[src/rtl/uart_pkg.sv]
// Shared constants for the UART transmit path: byte width, the arbiter
// state encoding and the default header tag used when UART_ARB_HDR_EN is
// defined.
package uart_pkg;

    // Width of one byte on the uart_tx port
    localparam int UART_BYTE_W = 8;

    // Default upper nibble of the optional packet header byte
    localparam logic [3:0] HDR_TAG_DEFAULT = 4'hA;

    // Arbiter state encoding; S_HDR is only reachable with UART_ARB_HDR_EN
    typedef enum logic [2:0] {
        S_IDLE = 3'd0,
        S_HDR  = 3'd1,
        S_DATA = 3'd2
    } arb_state_t;

endpackage

[src/rtl/rr_pick.sv]
// Combinational round-robin picker. Searches req upward starting at
// (last_grant+1) mod NUM_CH and returns the first requester both as a
// one-hot vector and as an index. pick is all-zero when nobody requests.
module rr_pick #(
    parameter int NUM_CH = 4
) (
    input  logic [NUM_CH-1:0] req,
    input  logic [2:0]        last_grant,
    output logic [NUM_CH-1:0] pick,
    output logic [2:0]        idx
);

    logic [3:0]          start;
    logic [3:0]          cand;
    logic [2*NUM_CH-1:0] req2;
    logic [2*NUM_CH-1:0] rot;
    logic                found;

    // Rotate the request vector so the preferred channel lands at bit 0,
    // then take the lowest set bit and map it back to a channel number.
    always_comb begin
        start = {1'b0, last_grant} + 4'd1;
        if (start >= 4'(NUM_CH)) begin
            start = start - 4'(NUM_CH);
        end
        req2  = {req, req};
        rot   = req2 >> start;
        found = 1'b0;
        idx   = '0;
        cand  = '0;
        for (int k = 0; k < NUM_CH; k++) begin
            if (!found && rot[k]) begin
                found = 1'b1;
                cand  = start + 4'(k);
                if (cand >= 4'(NUM_CH)) begin
                    cand = cand - 4'(NUM_CH);
                end
                idx = cand[2:0];
            end
        end
        pick = '0;
        for (int j = 0; j < NUM_CH; j++) begin
            pick[j] = found && (idx == 3'(j));
        end
    end

endmodule

[src/rtl/uart_tx_arbiter.sv]
// Packet-level round-robin arbiter sharing one uart_tx byte port among
// NUM_CH requesters. A grant is held from the first byte of a packet until
// its last byte is accepted; a watchdog revokes a grant whose owner stalls
// mid-packet for TIMEOUT cycles.
//
// Optional feature macro: UART_ARB_HDR_EN. When defined, each granted
// packet is preceded by a header byte {HDR_TAG, 1'b0, grant_id}.
//
// Handshake: a byte moves on a cycle where valid && ready are both high on
// the same interface. The producer holds data stable while valid is high
// and not yet accepted; valid never waits on ready. On the requester side
// req_ready[g] is simply tx_data_ready routed to the owner g, so a request
// byte and the tx byte transfer on the same edge.
module uart_tx_arbiter
    import uart_pkg::*;
#(
    parameter int NUM_CH  = 4,
    parameter int TIMEOUT = 1024
`ifdef UART_ARB_HDR_EN
    ,
    parameter logic [3:0] HDR_TAG = HDR_TAG_DEFAULT
`endif
) (
    input  logic                          clk,
    input  logic                          rst_n,
    input  logic [NUM_CH-1:0]             req_valid,
    input  logic [NUM_CH-1:0]             req_last,
    input  logic [UART_BYTE_W*NUM_CH-1:0] req_data,
    output logic [NUM_CH-1:0]             req_ready,
    output logic [UART_BYTE_W-1:0]        tx_data,
    output logic                          tx_data_valid,
    input  logic                          tx_data_ready,
    output logic [2:0]                    grant_id,
    output logic                          busy,
    output logic                          timeout_err
);

    localparam logic [15:0] WD_LAST = 16'(TIMEOUT - 1);

    arb_state_t             state;
    logic [2:0]             last_grant;
    logic [15:0]            wd_cnt;

    logic [NUM_CH-1:0]      pick;
    logic [2:0]             pick_idx;
    logic                   pick_any;

    logic                   g_valid;
    logic                   g_last;
    logic [UART_BYTE_W-1:0] g_data;
    logic                   xfer;

    rr_pick #(
        .NUM_CH(NUM_CH)
    ) u_rr_pick (
        .req        (req_valid),
        .last_grant (last_grant),
        .pick       (pick),
        .idx        (pick_idx)
    );

    assign pick_any = |pick;
    assign xfer     = tx_data_valid && tx_data_ready;
    assign busy     = (state != S_IDLE);

    // Select the current owner's valid/last/data lanes.
    always_comb begin
        g_valid = 1'b0;
        g_last  = 1'b0;
        g_data  = '0;
        for (int c = 0; c < NUM_CH; c++) begin
            if (grant_id == 3'(c)) begin
                g_valid = req_valid[c];
                g_last  = req_last[c];
                g_data  = req_data[UART_BYTE_W*c +: UART_BYTE_W];
            end
        end
    end

    // Drive the tx port and route tx_data_ready back to the owner only.
    always_comb begin
        tx_data       = '0;
        tx_data_valid = 1'b0;
        req_ready     = '0;
        case (state)
            S_DATA: begin
                tx_data_valid = g_valid;
                tx_data       = g_data;
                for (int c = 0; c < NUM_CH; c++) begin
                    req_ready[c] = (grant_id == 3'(c)) && tx_data_ready;
                end
            end
`ifdef UART_ARB_HDR_EN
            S_HDR: begin
                tx_data       = {HDR_TAG, 1'b0, grant_id};
                tx_data_valid = 1'b1;
            end
`endif
            default: begin
                tx_data       = '0;
                tx_data_valid = 1'b0;
            end
        endcase
    end

    // Arbitration FSM with the mid-packet stall watchdog.
    always_ff @(posedge clk or negedge rst_n) begin
        if (!rst_n) begin
            state       <= S_IDLE;
            grant_id    <= '0;
            last_grant  <= 3'(NUM_CH - 1);
            wd_cnt      <= '0;
            timeout_err <= 1'b0;
        end else begin
            timeout_err <= 1'b0;
            case (state)
                S_IDLE: begin
                    // No bytes move here; the grant takes effect next cycle.
                    if (pick_any) begin
                        grant_id <= pick_idx;
                        wd_cnt   <= '0;
`ifdef UART_ARB_HDR_EN
                        state    <= S_HDR;
`else
                        state    <= S_DATA;
`endif
                    end
                end
`ifdef UART_ARB_HDR_EN
                S_HDR: begin
                    // Watchdog stays disarmed until the header has gone out.
                    if (tx_data_ready) begin
                        wd_cnt <= '0;
                        state  <= S_DATA;
                    end
                end
`endif
                S_DATA: begin
                    if (xfer) begin
                        wd_cnt <= '0;
                        if (g_last) begin
                            last_grant <= grant_id;
                            state      <= S_IDLE;
                        end
                    end else if (!g_valid) begin
                        // Owner starved the port; abandon its partial packet.
                        if (wd_cnt == WD_LAST) begin
                            timeout_err <= 1'b1;
                            last_grant  <= grant_id;
                            wd_cnt      <= '0;
                            state       <= S_IDLE;
                        end else begin
                            wd_cnt <= wd_cnt + 16'd1;
                        end
                    end
                end
                default: begin
                    wd_cnt <= '0;
                    state  <= S_IDLE;
                end
            endcase
        end
    end

endmodule
[config.mk]
export PLATFORM = sky130hd
export DESIGN_NAME = uart_tx_arbiter
export DESIGN_NICKNAME = d
export VERILOG_FILES = /design/src/rtl/uart_pkg.sv /design/src/rtl/rr_pick.sv /design/src/rtl/uart_tx_arbiter.sv
export SDC_FILE = /design/constraint.sdc
export NUM_CORES = 1
export LEC_CHECK = 0
export ABC_AREA = 1
export BUFFER_PORTS_ARGS = -buffer_cell sky130_fd_sc_hd__clkbuf_2
export CORE_ASPECT_RATIO = 1.4
export CORE_MARGIN = 5
export CORE_UTILIZATION = 40
export DETAILED_ROUTE_END_ITERATION = 8
export HOLD_SLACK_MARGIN = 0.08
export PLACE_DENSITY = 0.71
export SYNTH_ARGS = -nofsm -noshare
export SYNTH_HDL_FRONTEND = slang
export SYNTH_SLANG_ARGS = --single-unit
[constraint.sdc]
create_clock -name clk -period 3 [get_ports clk]
set_input_delay 0 -clock clk [delete_from_list [all_inputs] [get_ports clk]]
set_output_delay 0 -clock clk [all_outputs]
set_load 0.02 [all_outputs]
==> summary.md, run 1 <==
| Metric | Value |
|---|---|
| Final wirelength | `6.57 mm` |
| Vias per inst | `about 5.3` |
| Root Buffer | `clkbuf_8` |
| Worst hold path endpoint | `wd_cnt[4]` |
| Reg clk slew, reported paths | `0.09 ns` |
| First-pass GRT wire length | `11.0 mm` |
| Warnings from Yosys | `0` |
| P_leak | `between 0.001 and 0.0015 uW` |
| Placed Cells incl. Taps | `about 460` |
| Number of synthesized flops with an enable pin | `0` |
| Critical path class | `register to register` |
| Post-Syn Area | `2200 um^2` |
| Total GRT Usage | `18.8%` |
| Area Overhead vs Synth | `18.7%` |
| Worst path arrival time | `2.93 ns` |
| Min-delay worst type | `input port to register` |
| Post-route insts no fill | `467` |
| Sequential share of the synthesized area | `27.5%` |
| Die area | `7090 um^2` |
| RR Startpoint | `last_grant[0]` |
| Avg Synthesized Cell Area | `6.40 um^2` |
| Top-level port count | `just over 60` |
| Crit. End Element | `register` |
| CTS tree | `built` |
| Setup_tns | `0 ns` |
| Die Y | `a little under 100 um` |
| RSZ-0062 raised after global routing | `no` |
| Gpl congestion | `roughly 0.94` |
| Top cells by area, synth | `dfrtp_1 (25%), nand2_1 (18%), nand3_1 (7.3%)` |
| Clock Tree Buf Depth | `2` |
| R2r endpoint | `state[1]` |
| Final min period | `about 2.8 ns` |
| Postcts setup bufs | `0` |
| ANT nets after route | `0` |
| Chip width | `around 73 um` |
| Cts repair resizes | `0` |
| CTS buffer count | `3` |
| Peak VDD IR | `between 200 and 300 uV` |
| Pwr Density | `slightly above 900 nW/um^2` |
| Std-Cell Rows | `32` |
| Crit Path Max Fanout | `25` |
| H-tree Lvls | `1` |
| Placeable Area | `5450 um^2` |
| Relative slew margins | `a little under 60%` |
| Reg2reg setup slack | `~0.23 ns` |
| Top cell type's share of synthesized area | `around 25%` |
| Post-layout nets | `between 400 and 500` |
| Status | `finished, final reports clean` |
| Sum of net half-perimeters after detailed placement | `~5 mm` |
| Final setup vio count | `0` |
| # DRC | `0` |
| Buffers on Ports | `60` |
| GR Overflow Total | `0` |
| Worst setup SP type | `register` |
| Reg2Reg Depth | `18` |
| #FFs+latches synth | `24` |
| WHS Path Cells | `4` |
| Initial Util | `around two fifths` |
| Number of global-route vias before repair | `2,411` |
| Initial antenna violation count | `0` |
| Clock tree sinks | `24` |
| Tcrit/Tclk final | `just over 90%` |
| Power Total | `approximately 2400 uW` |
| # diodes | `0` |
| Post-route cell area | `2610 um^2` |
| FFs w/ async S/R, synth | `100%` |
| MaxCap Viol Count | `0` |
| Synthesized Nets | `approximately 400` |
| Placed Area | `roughly 2500 um^2` |
| Pre-antenna DRT Iters | `4` |
| Via count | `around 2,500` |
| Most frequently used flop master after synthesis | `dfrtp_1` |
| Mapped Cells | `343` |
| Hold Vio Cnt, Final | `0` |
| Later-pin clock latency in the skew report | `around 0.27 ns` |
| Share of cells above drive strength 1 | `23.1%` |
| Post-synthesis cell type count | `36` |
| Clk_skew | `0.00321 ns` |
| CTS Hold Bufs | `1` |
| Largest net degree at the start of global routing | `26` |
| Max-slew violations | `0` |
| Per-cell routed wire length | `approximately 14 um` |
| Hold path start | `tx_data_ready` |
| Critical path required time | `3.16 ns` |
| Worst-Margin Slew | `between 0.6 and 0.7 ns` |
| DRT iter0 DRCs | `between 80 and 90` |
| Fmax | `~360 MHz` |
| Post-synth top area cell | `dfrtp_1` |
## placed cells by master (no fill, tap or decap), types with 6 or more instances in the layout
cell type / count
a31oi_1: 10
clkbuf_2: 60
dfrtp_1: 22
ha_1: 6
inv_1: 19
inv_2: 8
nand2_1: 108
nand3_1: 32
nand4_1: 6
nor2_1: 32
nor3_1: 10
nor4_1: 6
o21ai_0: 21
o21ai_1: 11
xor2_1: 7
## cell families (layout without fill, tap and decap cells)
logic type               count (synthesis)  in the layout  synth area share (%)
AO/OA/AOI/OAI                           52             52                  13.8
adder cells (fa/ha/maj)                  6              6                  3.42
buffers and inverters                   39             95                  7.81
XOR/XNOR                                 9              9                  3.59
AND/OR/NAND/NOR                        213            213                  43.9
flip-flops                              24             24                  27.5
## worst max-delay path, cell delays in order (launching register included)
cell	delay, ns
dfstp_2	0.54
inv_2	0.07
ha_1	0.46
inv_1	0.16
ha_1	0.25
inv_1	0.09
nand2_1	0.06
nand2_1	0.06
o21ai_1	0.07
nand2_1	0.06
nand2_1	0.05
nand2_1	0.06
nand2_1	0.06
nand2_2	0.08
nand2_4	0.12
nand2_4	0.26
nand2_1	0.08
nand2_1	0.07
nand2_1	0.06
## cells in the mapped netlist (4+ instances only)
| cell | count |
|---|---|
| inv_1 | 19 |
| a31oi_1 | 10 |
| inv_2 | 8 |
| xor2_1 | 7 |
| nor3_1 | 10 |
| nand2_1 | 108 |
| clkbuf_1 | 5 |
| o21ai_0 | 21 |
| o21ai_1 | 11 |
| nand4_1 | 6 |
| dfrtp_1 | 22 |
| nor4_1 | 6 |
| nand3_1 | 32 |
| ha_1 | 6 |
| nand2_2 | 4 |
| nor2_1 | 32 |
## power by group
part	total, uW	switching (uW)	internal, uW
Sequential	502	113	389
Combinational	1610	1110	496
Clock	283	105	178
Total	2390	1330	1060
## state kept, by name, indices dropped and copies added (netlist names)
name	cells
wd_cnt	16
grant_id	3
timeout_err	1
state	1
last_grant	3
## layer usage
| layer | wire length, um | GRT usage (%) |
|---|---|---|
| met1 | 2600 | 22.8 |
| met3 | 266 | 1.35 |
| met4 | 129 | 6.25 |
| met5 | 0 | 0 |
| met2 | 3570 | 34.0 |
## metrics by stage
stage,setup WS [ns],util (%),hold WS (ns)
after global placement,0.376,46.4,0.0395
after global routing,0.00101,47.9,0.209
after floorplan,0.585,-,-0.296
after CTS,0.261,47.9,0.167
final,0.229,47.9,0.179
after detailed placement,0.288,46.4,0.0466
## how the worst max path moves through the flow
stage          depth (start not counted)  slack, ns     startpoint         to
6_report                              18       0.23  last_grant[0]   state[1]
4_1_cts                               18       0.26  last_grant[0]   state[1]
2_1_floorplan                         19       0.59  last_grant[0]  wd_cnt[1]
3_3_place_gp                          18       0.38  last_grant[0]   state[1]
5_1_grt                               18      0.001  last_grant[0]   state[1]
3_5_place_dp                          18       0.29  last_grant[0]   state[1]
## final cells by class
class                           count  area (um^2)
Clock buffer                        3         41.3
Clock inverter                      1         30.0
Fill cell                         577         2840
Inverter                           29          109
Multi-Input combinational cell    280         1420
Sequential cell                    24          603
Tap cell                           68         85.1
Timing Repair Buffer               62          318
Power figures use the tool's default switching activity.
==> run 2: changes to the inputs <==
Settings changed: CORE_ASPECT_RATIO 1.4 to 1.75.
==> run 2 against run 1 <==
  * Cell count up 1.3%
  * Clock power down 23%
  * Die area up 0.53%
  * Combinational power about the same
  * Count of clock-buffer cells in the layout up 1
  * Global-route usage up 0.54 points
  * Fmax up 4.3%
  * Design area unchanged
  * Register-to-register slack better by 0.11 ns
  * Non-clock buffer count unchanged
  * Largest cell class unchanged
==> summary.md, run 2 (synthesized netlist as in run 1, its figures left out) <==
| Metric | Value |
|---|---|
| Status | `finished, final reports clean` |
| Most frequent cells in the layout | `nand2_1 (108), clkbuf_2 (60), nor2_1 (32), nand3_1 (32), dfrtp_1 (22)` |
| Largest net degree at the start of global routing | `26` |
| Number of global-route vias before repair | `2,429` |
| Fmax | `376 MHz` |
| CTS buffer count | `3` |
| Clk_skew | `~0.0044 ns` |
| P_leak | `between 0.001 and 0.0015 uW` |
| Share of cells above drive strength 1 | `between 20% and 30%` |
| # DRC | `0` |
| Post-layout nets | `between 400 and 500` |
| Total GRT Usage | `slightly below 20%` |
| Gpl congestion | `0.868` |
| Initial Util | `between 40% and 50%` |
| Critical path class | `register to register` |
| ANT nets after route | `0` |
| Die Y | `around 110 um` |
| Worst slack, placed | `0.295 ns` |
| CP dominant cell by count | `nand2_1` |
| Reg2reg setup slack | `approximately 0.34 ns` |
| Final min period | `between 2 and 3 ns` |
| Std-Cell Rows | `35` |
| Sum of net half-perimeters after detailed placement | `~5.2 mm` |
| Hold path start | `tx_data_ready` |
| Tcrit/Tclk final | `about 89%` |
| Crit Path Max Fanout | `25` |
| Pre-antenna DRT Iters | `5` |
| RR Startpoint | `last_grant[0]` |
| WHS Path Cells | `4` |
| Final wirelength | `between 6 and 7 mm` |
| Final setup vio count | `0` |
| Max reg flops | `16` |
| Die area | `approximately 7100 um^2` |
| Reg clk slew, reported paths | `approximately 0.08 ns` |
| Clock tree sinks | `24` |
| Root Buffer | `clkbuf_8` |
| Area Overhead vs Synth | `18.7%` |
| # diodes | `0` |
| Crit-path cells | `inv_2, ha_1, inv_1, ha_1, inv_1, nand2_1, nand2_1, o21ai_1, nand2_1, nand2_1, nand2_1, nand2_1, nand2_2, nand2_4, nand2_8, nand2_1, nand2_1, nand2_1` |
| Initial antenna violation count | `0` |
| Min-delay worst type | `input port to register` |
| Later-pin clock latency in the skew report | `between 0.2 and 0.3 ns` |
| Top flop regs | `wd_cnt: 16 flops, grant_id: 3 flops, last_grant: 3 flops` |
| H-tree Lvls | `1` |
| Worst hold path endpoint | `wd_cnt[6]` |
| Crit. End Element | `register` |
| MaxCap Viol Count | `0` |
| Power Total | `approximately 2400 uW` |
| Chip width | `66.0 um` |
| Commonest non-fill, non-tap cell in the layout | `nand2_1` |
| CTS tree | `built` |
| Setup_tns | `0 ns` |
| Worst path arrival time | `2.81 ns` |
| Clock Tree Buf Depth | `2` |
| Worst-Margin Slew | `~0.60 ns` |
| Setup WS post-layout | `0.343 ns` |
| Biggest register | `wd_cnt` |
| Peak VDD IR | `428 uV` |
| Pwr Density | `roughly 900 nW/um^2` |
| RSZ-0062 raised after global routing | `no` |
| Worst setup SP type | `register` |
| CP max stage delay | `0.54 ns` |
| Placeable Area | `about 5300 um^2` |
| Via count | `around 2,500` |
| GR Overflow Total | `0` |
| Reg2Reg Depth | `18` |
| R2r endpoint | `state[1]` |
| Top-level port count | `just over 60` |
| Buffers on Ports | `60` |
| DRT iter0 DRCs | `between 150 and 200` |
| Critical path required time | `about 3.2 ns` |
| Per-cell routed wire length | `roughly 14 um` |
| CP max-delay cell | `dfstp_2` |
| Relative slew margins | `between 60% and 70%` |
| Max-slew violations | `0` |
| Hold Vio Cnt, Final | `0` |
| First-pass GRT wire length | `about 11 mm` |
| Vias per inst | `5.25` |
[run 2: changes by cell type in the layout (fill, tap and decap cells not counted)]
| cell | change |
|---|---|
| nand2_8 | +1 |
| clkbuf_8 | +1 |
| nand2_4 | -1 |
| bufinv_16 | -1 |
[run 2: layer usage]
layer | vias to the layer above | global-route usage (%) | part of all wire (%)
met5 | - | 0 | 0
met4 | 0 | 6.40 | 2.5
met3 | 19 | 1.46 | 4.1
met2 | 95 | 36.3 | 55
met1 | 1113 | 22.6 | 38
li1 | 1256 | - | -
[run 2: worst max-delay path by stage]
stage               slack [ns]   endpoint           from  cells after the start
floorplan                 0.59  wd_cnt[1]  last_grant[0]                     19
global placement          0.37   state[1]  last_grant[0]                     18
detailed placement        0.29   state[1]  last_grant[0]                     18
CTS                       0.27   state[1]  last_grant[0]                     18
global route              0.07   state[1]  last_grant[0]                     18
finish                    0.34   state[1]  last_grant[0]                     18
[run 2: final cells by class]
class	count	area, um^2
repair buffers	62	318
clock buffers	4	55.1
multi-input cells	280	1430
fillers	551	2690
flip-flops and latches	24	603
well taps	74	92.6
inverters	29	109
[run 2: timing repair]
item,CTS,global route
hold buffers,1,0
resized for setup,0,1
buffers inserted,0,0
endpoints found under the hold margin,22,0
endpoints found under the setup margin,0,1
[run 2: where the power goes]
part	internal (uW)	switching, uW
Sequential	389	113
Combinational	507	1120
Clock	117	101
[run 2: through the flow]
step                      hold WS [ns]  utilization [%]  cell area [um^2]  std cells
final                            0.214             49.2              2610        473
after CTS                        0.184             49.0              2600        473
after detailed placement        0.0397             47.8              2530        468
after floorplan                 -0.296                -              2200        343
after global routing             0.245             49.2              2610        473
after global placement          0.0384             47.8              2530        468
[run 2: worst max-delay path: cells and delay by family (launching register included)]
family | cells | cell delay (ns)
simple gates | 12 | 0.94
compound gates | 1 | 0.06
fa+ha+maj | 2 | 0.69
buf+inv | 3 | 0.31
flops | 1 | 0.54
==> run 3: changes to the inputs <==
Settings changed: CORE_UTILIZATION 40 to 53, PLACE_DENSITY 0.71 to 0.88.
==> run 3 against run 2 <==
  * Flip-flop and latch count unchanged
  * Clock skew is 0.0020 ns higher
  * Cell count is 5.1% lower
  * Routed wire length about the same
  * Via count is 3.2% higher
  * Sequential share of layout area is 0.15 points higher
  * Count of clock-buffer cells in the layout is 1 lower
  * Setup slack worse by 0.077 ns
  * Die area is 22% lower
  * Core utilization increased by 14 points
  * Register-to-register slack got worse by 0.08 ns
  * Fmax down 2.8%
  * Largest cell class unchanged
  * Largest power group unchanged
==> summary.md, run 3 (synthesized netlist as in run 1, its figures left out) <==
| Metric | Value |
|---|---|
| DR WL met2 | `3.49 mm` |
| ANT nets after route | `0` |
| Root Buffer | `clkbuf_8` |
| Crit Path Max Fanout | `25` |
| Placeable Area | `4070 um^2` |
| # diodes | `0` |
| Sequential share of power | `a little over a fifth` |
| Worst setup SP type | `register` |
| Pint | `around 1100 uW` |
| Pre-antenna DRT Iters | `4` |
| R2r endpoint | `state[1]` |
| Fmax | `around 370 MHz` |
| Area Overhead vs Synth | `18.0%` |
| RR Startpoint | `last_grant[0]` |
| DRT iter0 DRCs | `between 150 and 200` |
| WHS Path Cells | `4` |
| # DRC | `0` |
| Postcts setup bufs | `0` |
| Psw | `~1300 uW` |
| Hold path start | `tx_data_ready` |
| Buffers on Ports | `60` |
| Final setup vio count | `0` |
| Switching share of power | `between 50% and 60%` |
| Total GRT Usage | `a little under a quarter` |
| Final min period | `between 2 and 3 ns` |
| H-tree Lvls | `1` |
| Top flop regs | `wd_cnt: 16 flops, grant_id: 3 flops, last_grant: 3 flops` |
| Worst hold path endpoint | `wd_cnt[5]` |
| Worst slack, placed | `0.322 ns` |
| Clock Tree Buf Depth | `2` |
| Placed Cells incl. Taps | `roughly 440` |
| Peak VDD IR | `just over 600 uV` |
| Number of global-route vias before repair | `2,413` |
| Min-delay worst type | `input port to register` |
| Share of cells above drive strength 1 | `23.3%` |
| Worst path arrival time | `2.91 ns` |
| Most frequent cells in the layout | `nand2_1 (108), clkbuf_2 (60), nor2_1 (32), nand3_1 (32), dfrtp_1 (22)` |
| Status | `finished, final reports clean` |
| CTS tree | `built` |
| Reg clk slew, reported paths | `0.09 ns` |
| Chip width | `between 50 and 60 um` |
| Max reg flops | `16` |
| Critical path required time | `3.17 ns` |
| Reg2reg setup slack | `between 0.2 and 0.3 ns` |
| Gpl congestion | `0.972` |
| Tcrit/Tclk final | `91.1%` |
| Setup_tns | `0 ns` |
| CTS buffer count | `3` |
| Hold Vio Cnt, Final | `0` |
| Worst-Margin Slew | `0.615 ns` |
| RSZ-0062 raised after global routing | `no` |
| GR Overflow Total | `0` |
| Power Total | `between 2000 and 2500 uW` |
| Largest net degree at the start of global routing | `26` |
| Biggest register | `wd_cnt` |
| Clk_skew | `approximately 0.0064 ns` |
| DR top layer | `met4` |
| Clock tree sinks | `24` |
| Critical path class | `register to register` |
| Met3 WL | `~330 um` |
| Initial Util | `a little over half` |
| Crit. End Element | `register` |
| Std-Cell Rows | `31` |
| Setup WS post-layout | `roughly 0.27 ns` |
| Post-layout nets | `450` |
| MaxCap Viol Count | `0` |
| First-pass GRT wire length | `roughly 11 mm` |
| Max-slew violations | `0` |
| P_leak | `approximately 0.0013 uW` |
| Commonest non-fill, non-tap cell in the layout | `nand2_1` |
| Clock Power Share | `12.0%` |
| Later-pin clock latency in the skew report | `roughly 0.28 ns` |
| Via count | `~2,600` |
| Per-cell routed wire length | `around 15 um` |
| Pwr Density | `~940 nW/um^2` |
| Vias per inst | `roughly 5.7` |
| Sum of net half-perimeters after detailed placement | `5.06 mm` |
| Post-route insts no fill | `approximately 450` |
| Gate power share | `between 60% and 70%` |
| Relative slew margins | `approximately 59%` |
| Die Y | `between 90 and 100 um` |
| Reg2Reg Depth | `18` |
| Fill cells | `a little under 400` |
| Top-level port count | `61` |
| Final wirelength | `6.53 mm` |
| Wl on met1 | `approximately 2.4 mm` |
| Die area | `about 5600 um^2` |
| Initial antenna violation count | `0` |
run 3: through the flow:
step                util (%)  instance area (um^2)  hold WS [ns]
global placement        61.6                  2510        0.0295
floorplan                  -                  2200        -0.296
finish                  63.6                  2590         0.181
detailed placement      61.6                  2510        0.0362
CTS                     63.6                  2590         0.187
global route            63.6                  2590         0.191
run 3: metal layers:
metal  vias to the layer above  GRT usage, %
li1                       1260             -
met1                      1170          24.8
met2                       106          46.8
met3                        27          1.49
met4                         0          11.2
met5                         -             0
run 3: final cells by class:
class | instances | area (um^2) | share of cell area [%]
clock buffer | 3 | 41.3 | 1.59
clock inverter | 1 | 30.0 | 1.16
inverter | 29 | 109 | 4.20
multi-input combinational | 280 | 1420 | 54.9
sequential | 24 | 603 | 23.3
tap | 49 | 61.3 | 2.37
timing repair buffer | 63 | 325 | 12.6
run 3: worst max-delay path by stage:
| stage | start | endpoint | slack, ns | cells past startpoint |
|---|---|---|---|---|
| final | last_grant[0] | state[1] | 0.27 | 18 |
| after global routing | last_grant[0] | state[1] | 0.03 | 18 |
| after CTS | last_grant[0] | state[1] | 0.29 | 18 |
| after detailed placement | last_grant[0] | state[1] | 0.32 | 18 |
| after global placement | last_grant[0] | state[1] | 0.38 | 18 |
| after floorplan | last_grant[0] | wd_cnt[1] | 0.59 | 19 |
run 3: what timing repair did:
action                    4_1_cts  5_1_grt
gates resized for setup         0        0
hold buffers                    1        0
hold endpoints to repair       22        0
run 3: power groups by stage:
stage	Clock (uW)	Combinational (uW)	Sequential, uW
after floorplan	0	1270	482
after global placement	0	1580	523
after detailed placement	0	1600	524
after CTS	285	1610	519
after global routing	297	1780	533
final	290	1620	519
run 3: critical path, stage by stage (launching register included):
cell and delay [ns]:
dfstp_2 0.63, inv_2 0.09, ha_1 0.36, inv_1 0.12
ha_1 0.24, inv_1 0.10, nand2_1 0.07, nand2_1 0.06
o21ai_1 0.06, nand2_1 0.06, nand2_1 0.05, nand2_1 0.05
nand2_1 0.05, nand2_2 0.08, nand2_4 0.11, nand2_4 0.27
nand2_1 0.10, nand2_1 0.07, nand2_1 0.06
